===== src/rtl/trolley_pkg.sv =====
// trolley_pkg: shared constants and state encodings for the motor command receiver
package trolley_pkg;
    localparam logic [7:0] SYNC_BYTE = 8'hA5;
    localparam int MOTOR_W = 3;
    typedef enum logic [1:0] {IDLE, START, DATA, STOP} rx_state_t;
    typedef enum logic [1:0] {WAIT_SYNC, GOT_SYNC, GOT_L, GOT_R} parse_state_t;
endpackage


===== src/rtl/uart_rx_byte.sv =====
// uart_rx_byte: rxd synchronizer plus 8N1 byte receiver with mid-bit sampling
module uart_rx_byte
    import trolley_pkg::*;
#(
    parameter int CLKS_PER_BIT = 434
) (
    input  logic       clk_clk,
    input  logic       reset_reset_n,
    input  logic       rxd,
    output logic       byte_valid,
    output logic [7:0] byte_data,
    output logic       fr_err
);
    localparam int CW = $clog2(CLKS_PER_BIT);
    localparam logic [CW-1:0] C_LAST = CW'(CLKS_PER_BIT - 1);
    localparam logic [CW-1:0] C_MID = CW'(CLKS_PER_BIT / 2 - 1);
    logic [1:0]    r_sync;
    logic          w_rx;
    rx_state_t     r_state;
    logic [CW-1:0] r_cnt;
    logic [2:0]    r_bit;
    logic [7:0]    r_shift;
    logic          r_armed;
    assign w_rx = r_sync[1];
    // Two-flop synchronizer; resets to idle-high so reset never looks like a start bit
    always_ff @(posedge clk_clk or negedge reset_reset_n)
        if (!reset_reset_n) r_sync <= 2'b11;
        else r_sync <= {r_sync[0], rxd};
    // Byte FSM; r_armed records that the line was seen high, so a start needs a real 1->0 edge
    always_ff @(posedge clk_clk or negedge reset_reset_n) begin
        if (!reset_reset_n) begin
            r_state    <= IDLE;
            r_cnt      <= '0;
            r_bit      <= '0;
            r_shift    <= '0;
            r_armed    <= 1'b0;
            byte_valid <= 1'b0;
            byte_data  <= '0;
            fr_err     <= 1'b0;
        end else begin
            byte_valid <= 1'b0;
            fr_err     <= 1'b0;
            case (r_state)
                IDLE: begin
                    r_cnt   <= '0;
                    r_armed <= w_rx;
                    if (r_armed && !w_rx) r_state <= START;
                end
                START: begin
                    r_cnt <= (r_cnt == C_MID) ? '0 : r_cnt + CW'(1);
                    r_bit <= '0;
                    if (r_cnt == C_MID) r_state <= w_rx ? IDLE : DATA;
                end
                DATA: begin
                    r_cnt <= (r_cnt == C_LAST) ? '0 : r_cnt + CW'(1);
                    if (r_cnt == C_LAST) begin
                        r_shift <= {w_rx, r_shift[7:1]};
                        r_bit   <= r_bit + 3'd1;
                        if (r_bit == 3'd7) r_state <= STOP;
                    end
                end
                STOP: begin
                    r_cnt <= (r_cnt == C_LAST) ? '0 : r_cnt + CW'(1);
                    if (r_cnt == C_LAST) begin
                        r_state    <= IDLE;
                        r_armed    <= w_rx;
                        byte_valid <= w_rx;
                        fr_err     <= !w_rx;
                        if (w_rx) byte_data <= r_shift;
                    end
                end
            endcase
        end
    end
endmodule


===== src/rtl/trolley_motor_cmd_rx.sv =====
// trolley_motor_cmd_rx: validates A5/L/R/CHK frames and drives motor commands with a watchdog
module trolley_motor_cmd_rx
    import trolley_pkg::*;
#(
    parameter int CLKS_PER_BIT = 434,
    parameter int TIMEOUT_BITS = 20,
    parameter int WDOG_CYCLES  = 25_000_000
) (
    input  logic               clk_clk,
    input  logic               reset_reset_n,
    input  logic               rxd,
    output logic [MOTOR_W-1:0] motor_l,
    output logic [MOTOR_W-1:0] motor_r,
    output logic               frame_valid,
    output logic               frame_err,
    output logic               wdog_stop,
    output logic               byte_valid,
    output logic [7:0]         byte_data
);
    localparam int TLIM = TIMEOUT_BITS * CLKS_PER_BIT;
    localparam int TW = $clog2(TLIM + 1);
    localparam int WW = $clog2(WDOG_CYCLES + 1);
    logic          w_byte_valid;
    logic [7:0]    w_byte_data;
    logic          w_fr_err;
    logic          w_timeout;
    logic [7:0]    w_sum;
    logic          w_ok;
    parse_state_t  r_pstate;
    logic [7:0]    r_l;
    logic [7:0]    r_r;
    logic [TW-1:0] r_tcnt;
    logic [WW-1:0] r_wcnt;
    uart_rx_byte #(.CLKS_PER_BIT(CLKS_PER_BIT)) u_rx (
        .clk_clk       (clk_clk),
        .reset_reset_n (reset_reset_n),
        .rxd           (rxd),
        .byte_valid    (w_byte_valid),
        .byte_data     (w_byte_data),
        .fr_err        (w_fr_err)
    );
    assign byte_valid = w_byte_valid;
    assign byte_data  = w_byte_data;
    assign w_timeout  = (r_tcnt >= TW'(TLIM)) && !w_byte_valid;
    assign w_sum      = SYNC_BYTE + r_l + r_r;
    assign w_ok       = (w_byte_data == w_sum) && (r_l[7:3] == 5'd0) && (r_r[7:3] == 5'd0);
    // Saturating count of cycles since the last received byte
    always_ff @(posedge clk_clk or negedge reset_reset_n)
        if (!reset_reset_n) r_tcnt <= '0;
        else if (w_byte_valid) r_tcnt <= '0;
        else if (r_tcnt != TW'(TLIM)) r_tcnt <= r_tcnt + TW'(1);
    // Frame parser and watchdog; an accepted frame is written last so it beats a same-cycle expiry
    always_ff @(posedge clk_clk or negedge reset_reset_n) begin
        if (!reset_reset_n) begin
            r_pstate    <= WAIT_SYNC;
            r_l         <= '0;
            r_r         <= '0;
            r_wcnt      <= '0;
            motor_l     <= '0;
            motor_r     <= '0;
            frame_valid <= 1'b0;
            frame_err   <= 1'b0;
            wdog_stop   <= 1'b0;
        end else begin
            frame_valid <= 1'b0;
            frame_err   <= 1'b0;
            if (r_wcnt != WW'(WDOG_CYCLES)) r_wcnt <= r_wcnt + WW'(1);
            else begin
                motor_l   <= '0;
                motor_r   <= '0;
                wdog_stop <= 1'b1;
            end
            if (r_pstate != WAIT_SYNC && (w_fr_err || w_timeout)) begin
                frame_err <= 1'b1;
                r_pstate  <= WAIT_SYNC;
            end else if (w_byte_valid) begin
                case (r_pstate)
                    WAIT_SYNC: if (w_byte_data == SYNC_BYTE) r_pstate <= GOT_SYNC;
                    GOT_SYNC: begin
                        r_l      <= w_byte_data;
                        r_pstate <= GOT_L;
                    end
                    GOT_L: begin
                        r_r      <= w_byte_data;
                        r_pstate <= GOT_R;
                    end
                    GOT_R: begin
                        r_pstate    <= WAIT_SYNC;
                        frame_valid <= w_ok;
                        frame_err   <= !w_ok;
                        if (w_ok) begin
                            motor_l   <= r_l[MOTOR_W-1:0];
                            motor_r   <= r_r[MOTOR_W-1:0];
                            wdog_stop <= 1'b0;
                            r_wcnt    <= '0;
                        end
                    end
                endcase
            end
        end
    end
endmodule


===== config.mk =====
export PLATFORM = sky130hd
export DESIGN_NAME = trolley_motor_cmd_rx
export DESIGN_NICKNAME = d
export VERILOG_FILES = /design/src/rtl/trolley_pkg.sv /design/src/rtl/uart_rx_byte.sv /design/src/rtl/trolley_motor_cmd_rx.sv
export SDC_FILE = /design/constraint.sdc
export NUM_CORES = 1
export LEC_CHECK = 0
export BUFFER_PORTS_ARGS = -buffer_cell sky130_fd_sc_hd__buf_2
export CAP_MARGIN = 20
export CORE_ASPECT_RATIO = 1.75
export CORE_UTILIZATION = 40
export CTS_BUF_LIST = sky130_fd_sc_hd__clkbuf_4
export DETAILED_ROUTE_END_ITERATION = 7
export PLACE_DENSITY = 0.62
export SLEW_MARGIN = 20
export SYNTH_ARGS = -nofsm -noshare
export SYNTH_HDL_FRONTEND = slang
export SYNTH_SLANG_ARGS = --single-unit

===== constraint.sdc =====
create_clock -name clk_clk -period 7.9 [get_ports clk_clk]
set_input_delay 1.185 -clock clk_clk [delete_from_list [all_inputs] [get_ports clk_clk]]
set_output_delay 1.185 -clock clk_clk [all_outputs]
set_load 0.02 [all_outputs]

== After elaboration in Yosys (flattened, before gate mapping) ==
Index checks and enable logic that the tools add are counted.
Cells by class
  magnitude comparators: 1
  mux-type cells: 50
  reductions and logical operators: 27
  bitwise gates (word level): 1
  shift operators: 0
  multiply operators: 0
  eq/ne operators: 19
  div/mod/pow operators: 0
  $add $sub $neg: 6
Operators with widths (number)
  two-way mux 25 bit: 5
  two-way mux 3 bit: 11
  two-way mux 14 bit: 2
  one-hot mux 9 bit (3 select lines): 1
  adder 25 x 1 -> 25 bit, second input constant: 1
  inequality test 25 bit, second input constant: 1
  two-way mux 2 bit: 9
  two-way mux 9 bit: 2
  two-way mux 1 bit: 16
  one-hot mux 2 bit (4 select lines): 2
  adder 14 x 1 -> 14 bit, second input constant: 1
  >= comparator 14 bit, second input constant: 1
  inequality test 14 bit, second input constant: 1
  logical NOT 5 bit: 2
  inequality test 2 x 1 -> 1 bit, second input constant: 5
  nonzero test 2 bit: 5
  adder 9 x 1 -> 9 bit, second input constant: 1
  equality test 9 x 8 -> 1 bit, second input constant: 1
  equality test 9 bit, second input constant: 1
  AND reduction 3 bit: 3
  adder 8 bit: 1
  adder 8 bit, first input constant: 1
  equality test 2 bit, second input constant: 4
  equality test 8 bit: 1
  other kinds (15): 26
Storage, ports and cells
  bits of input ports: 3
  bits in latches: 0
  memories: 0
  ROM bits: 0
  register bits: 101
  RAM bits: 0
  logic and storage cells: 123
  output and inout port bits: 18

== Depth between registers and ports, before layout ==
  depth after elaboration: 9
  mapped depth: 12
  gate-level depth less buffers: 11

== Modules after synthesis ==
Synthesis repeated with hierarchy kept, for this count alone.
Unflattened totals
  cells, all modules: 484
  area total of the unflattened synthesis: 5267.6 um^2
Modules (own cells, without submodules)
  trolley_motor_cmd_rx: cells each 353, times used 1, area an instance 3577.2 um^2, sequential area each 1651.6 um^2
  uart_rx_byte: cells each 131, times used 1, area an instance 1690.4 um^2, sequential area each 878.3 um^2

== Worst setup path after synthesis ==
Ideal clock, no wire load.
  kind: flip-flop to flip-flop
  from: register r_l[1]
  to: register motor_l[1]
  buffers on the path: 0
  required time: 7.775 ns
  path slack: 5.074 ns
  setup time: 0.125 ns
  clock period less this slack: 2.826 ns
  cell stages (with the launch flop): 10
  arrival time: 2.701 ns
  path through: dfrtp_1 > ha_1 > ha_1 > fa_1 > nand3_1 > nand2_1 > xnor2_1 > or4_4 > nor4_4 > mux2_2
Between the ends
  cells in the longest elaborated chain, start to end: 9
RTL lines
  from (decl): RTL line trolley_motor_cmd_rx.sv:30  | logic [7:0] r_l;
  from (signal assigned): RTL line trolley_motor_cmd_rx.sv:80  | r_l <= w_byte_data;
  adder 8 bit (2 in series): RTL line trolley_motor_cmd_rx.sv:45  | assign w_sum = SYNC_BYTE + r_l + r_r;
  equality test 8 bit: RTL line trolley_motor_cmd_rx.sv:46  | assign w_ok = (w_byte_data == w_sum) && (r_l[7:3] == 5'd0) && (r_r[7:3] == 5'd0);
  logical AND 1 bit (2 in series): RTL line trolley_motor_cmd_rx.sv:46
  two-way mux 3 bit *: RTL line trolley_motor_cmd_rx.sv:91  | if (w_ok) begin
  two-way mux 3 bit *: RTL line trolley_motor_cmd_rx.sv:77  | case (r_pstate)
  two-way mux 3 bit *: RTL line trolley_motor_cmd_rx.sv:76  | end else if (w_byte_valid) begin
  two-way mux 3 bit *: RTL line trolley_motor_cmd_rx.sv:73  | if (r_pstate != WAIT_SYNC && (w_fr_err || w_timeout)) begin
  to (signal assigned): RTL line trolley_motor_cmd_rx.sv:92  | motor_l <= r_l[MOTOR_W-1:0];
  to (decl): RTL line trolley_motor_cmd_rx.sv:12  | output logic [MOTOR_W-1:0] motor_l,
Mark *: on every way between the ends. The rest lies on a longest branch, timed or not.
A chain may end at the register's enable or synchronous reset.

== Worst setup path in the final report ==
Ends and elaborated chain as after synthesis.

==> summary.txt <==
Placed design
  • Final GP Congestion: 0.8256
  • Port Buffer Count: 20
  • Dpl cell area: 5360 sq um
  • Dpl hpwl: 6699 um

Global route
  • Initial antenna violation count: 1
  • Vias in the first global route: 3571
  • First-pass GRT wire length: 16060 um
  • Largest net degree at the start of global routing: 63
  • Grt total ovfl: 0
  • Gr usage total: 0.1585

Synthesis
  • Main synth FF type: dfrtp_1
  • Mapped Cells: 467
  • Synth async-reset ratio: 1.000
  • Leading area contributor after synthesis: dfrtp_1
  • Synthesis Warnings: 0
  • Unique masters post-synth: 44
  • Synthesized cell area: 5065 sq um
  • Post-synthesis sequential area ratio: 0.4995
  • Syn_area_per_cell: 10.85 sq um
  • Post-Synthesis Net Count: 497
  • Top-area cell type share of the netlist area: 0.4891
  • Number of synthesized flops with an enable pin: 0
  • Ranking of synthesized cells by area: dfrtp_1 49%, mux2_2 7.8%, ha_1 6.4%, xnor2_1 5.2%, nor2_1 4.5%
  • Yosys reg bits: 101

Clock tree
  • Root buffer cell: clkbuf_4
  • Setup Buffers After CTS: 0
  • Clk buf depth: 2
  • CTS Hold Buffers Added: 0
  • H-tree depth: 3
  • TritonCTS Sinks: 101
  • Cts repair resizes: 0
  • Cts bufs inserted: 9
  • CTS clk-pin slew, worst paths: 0.14 ns
  • Later-pin clock latency in the skew report: 0.47 ns
  • CTS tree: built

Die
  • Ports: 21
  • Cell row count: 54
  • Core footprint: 12430 sq um
  • DIE HEIGHT: 150.9 um
  • Die Wd: 87.06 um
  • Initial core utilization: 0.4074
  • DIE AREA: 13130 sq um

STA
  • Sum of negative setup slack: 0 ns
  • Max Clk Rate: 0.3087 GHz
  • RSZ-0062 raised after global routing: no
  • Worst slew pin tran: 1.053 ns
  • Worst Skew: 0.02930 ns
  • Final period util: 0.4101
  • Fin. Hold Viols: 0
  • Rel. slew slack: 0.2917
  • Max Slew Vio Count: 0
  • Min cycle time layout: 3.240 ns
  • Final setup vio count: 0

Worst hold path
  • WHS Endpoint: u_rx.r_sync[1]$_DFF_PN1_
  • Hold path cells: 0
  • Hold WC Path Type: flip-flop to flip-flop
  • Hold Startpoint: u_rx.r_sync[0]$_DFF_PN1_

Worst setup path
  • R2r endpoint: motor_l[1]$_DFF_PN0_
  • CP max FO: 33
  • FF-to-FF path depth: 10
  • Worst reg2reg startpoint: r_l[1]$_DFFE_PN0P_
  • Data required, critical path: 8.25 ns
  • Critical Path End Type: flip-flop
  • WP data arrival: 3.59 ns
  • Critical path launch point type: flip-flop
  • FF-to-FF setup slack: 4.66 ns
  • Setup Crit Path Kind: flip-flop to flip-flop

Outcome
  • Status: complete, no violations

Final layout
  • Filler cells: 1257
  • Layout area overhead: 9.116%
  • # nets final: 522
  • Share of cells above drive strength 1: 0.1650
  • Final instance area: 5527 sq um

Drt
  • Vias per std cell: 5.089
  • Post-route DRC: 0
  • Drt total wl: 9364 um
  • Initial drt markers: 137
  • DRT Pass-1 Iters: 6
  • Post-route ant nets: 0
  • Total number of vias: 3389
  • WL/cell: 14.06 um

Job
  • Max Cap Viol: 0

Power and ir drop
  • Worst ir drop on vdd: 117.5 uV
  • Power density over the cells: 167.6 nW/um^2
  • Pleak: 2.650 nW
## metal layers
metal | track usage | routed length (um) | up-vias
li1 | - | - | 1639
met1 | 0.1718 | 3838 | 1698
met2 | 0.2866 | 5032 | 34
met3 | 0.02616 | 184 | 18
met4 | 0.09083 | 308 | 0
met5 | 0 | 0 | -
## through the flow
step / worst slack (ns) / hold WS, ns / cells / util / power, W
floorplan: 5.074 / 0.3452 / 467 / - / 0.0006092
global route: 4.501 / 0.3693 / 666 / 0.4445 / 0.0009706
detailed placement: 4.656 / 0.3476 / 649 / 0.4312 / 0.0006328
finish: 4.660 / 0.3655 / 666 / 0.4445 / 0.0009262
CTS: 4.647 / 0.3681 / 665 / 0.4443 / 0.0009433
global placement: 4.755 / 0.3468 / 649 / 0.4312 / 0.0006311
## logic make-up (layout without fill, tap and decap cells)
| family | count (synthesis) | in the layout | synth area share |
|---|---|---|---|
| AO/OA/AOI/OAI | 31 | 31 | 0.03706 |
| XOR/XNOR | 54 | 54 | 0.09338 |
| adder cells (fa/ha/maj) | 27 | 27 | 0.06818 |
| buffers and inverters | 40 | 70 | 0.03088 |
| flip-flops | 101 | 101 | 0.4995 |
| multiplexers | 44 | 44 | 0.09560 |
| other | 0 | 1 | 0 |
| AND/OR/NAND/NOR | 170 | 170 | 0.1754 |
## state kept, by name, indices dropped and copies added (netlist names), named ones only
| register | cells |
|---|---|
| r_wcnt | 25 |
| r_tcnt | 14 |
| u_rx.r_cnt | 9 |
| r_l | 8 |
| r_r | 8 |
| u_rx.byte_data | 8 |
| u_rx.r_shift | 8 |
| motor_l | 3 |
| motor_r | 3 |
| u_rx.r_bit | 3 |
| r_pstate | 2 |
| u_rx.r_sync | 2 |
| frame_err | 1 |
| frame_valid | 1 |
| u_rx.byte_valid | 1 |
| u_rx.fr_err | 1 |
| u_rx.r_armed | 1 |
| u_rx.r_state | 1 |
| wdog_stop | 1 |
## layout make-up
| class | count | area (sq um) | share of cell area |
|---|---|---|---|
| Sequential cell | 101 | 2530 | 0.4578 |
| Timing Repair Buffer | 23 | 125.1 | 0.02264 |
| Multi-Input combinational cell | 326 | 2379 | 0.4304 |
| Inverter | 31 | 116.4 | 0.02106 |
| Clock inverter | 4 | 73.82 | 0.01336 |
| Tap cell | 168 | 210.2 | 0.03803 |
| Antenna cell | 1 | 2.502 | 0.0004528 |
| Clock buffer | 12 | 90.09 | 0.01630 |
## synth_stat cells (6+ instances only)
cell type / number
dfrtp_1: 99
nor2_1: 61
mux2_2: 35
inv_1: 30
xnor2_1: 30
nand3_1: 29
ha_1: 26
xor2_1: 24
nand2_1: 19
a21oi_1: 10
nand4_1: 10
mux2i_1: 9
nand2b_1: 7
o21ai_0: 7
and3_1: 6
clkbuf_1: 6
nor2b_1: 6
nor3_1: 6
or3_1: 6
## critical path: stages (launching register included)
cell and delay (ns):
dfrtp_1 0.42, ha_1 0.31, ha_1 0.23, fa_1 0.40, nand3_1 0.10, nand2_1 0.09
xnor2_1 0.14, or4_4 0.53, nor4_4 0.13, buf_4 0.38, mux2_2 0.38
## report_power, final
part,internal (W),leakage (nW),switching [W]
logic,0.0000264,1.19,0.0000367
registers,0.000532,1.37,0.0000258
clock network,0.000140,0.0919,0.000165
## cells in the final DEF, fill, tap and decap left out, drive strengths merged, types with 19 or more instances in the layout
cell type  count
mux2          35
ha            26
nand2         19
xor2          24
buf           23
inv           32
nand3         29
xnor2         30
dfrtp         99
nor2          61
## worst max-delay path by stage
stage	slack, ns	endpoint	cells past startpoint	start
floorplan	5.07	motor_l[1]$_DFF_PN0_	9	r_l[1]$_DFFE_PN0P_
global placement	4.76	motor_r[1]$_DFF_PN0_	10	r_l[1]$_DFFE_PN0P_
detailed placement	4.66	motor_r[1]$_DFF_PN0_	10	r_l[1]$_DFFE_PN0P_
CTS	4.65	motor_r[1]$_DFF_PN0_	10	r_l[1]$_DFFE_PN0P_
global route	4.50	motor_l[1]$_DFF_PN0_	9	r_l[1]$_DFFE_PN0P_
finish	4.66	motor_l[1]$_DFF_PN0_	10	r_l[1]$_DFFE_PN0P_
Power figures use the tool's default switching activity.
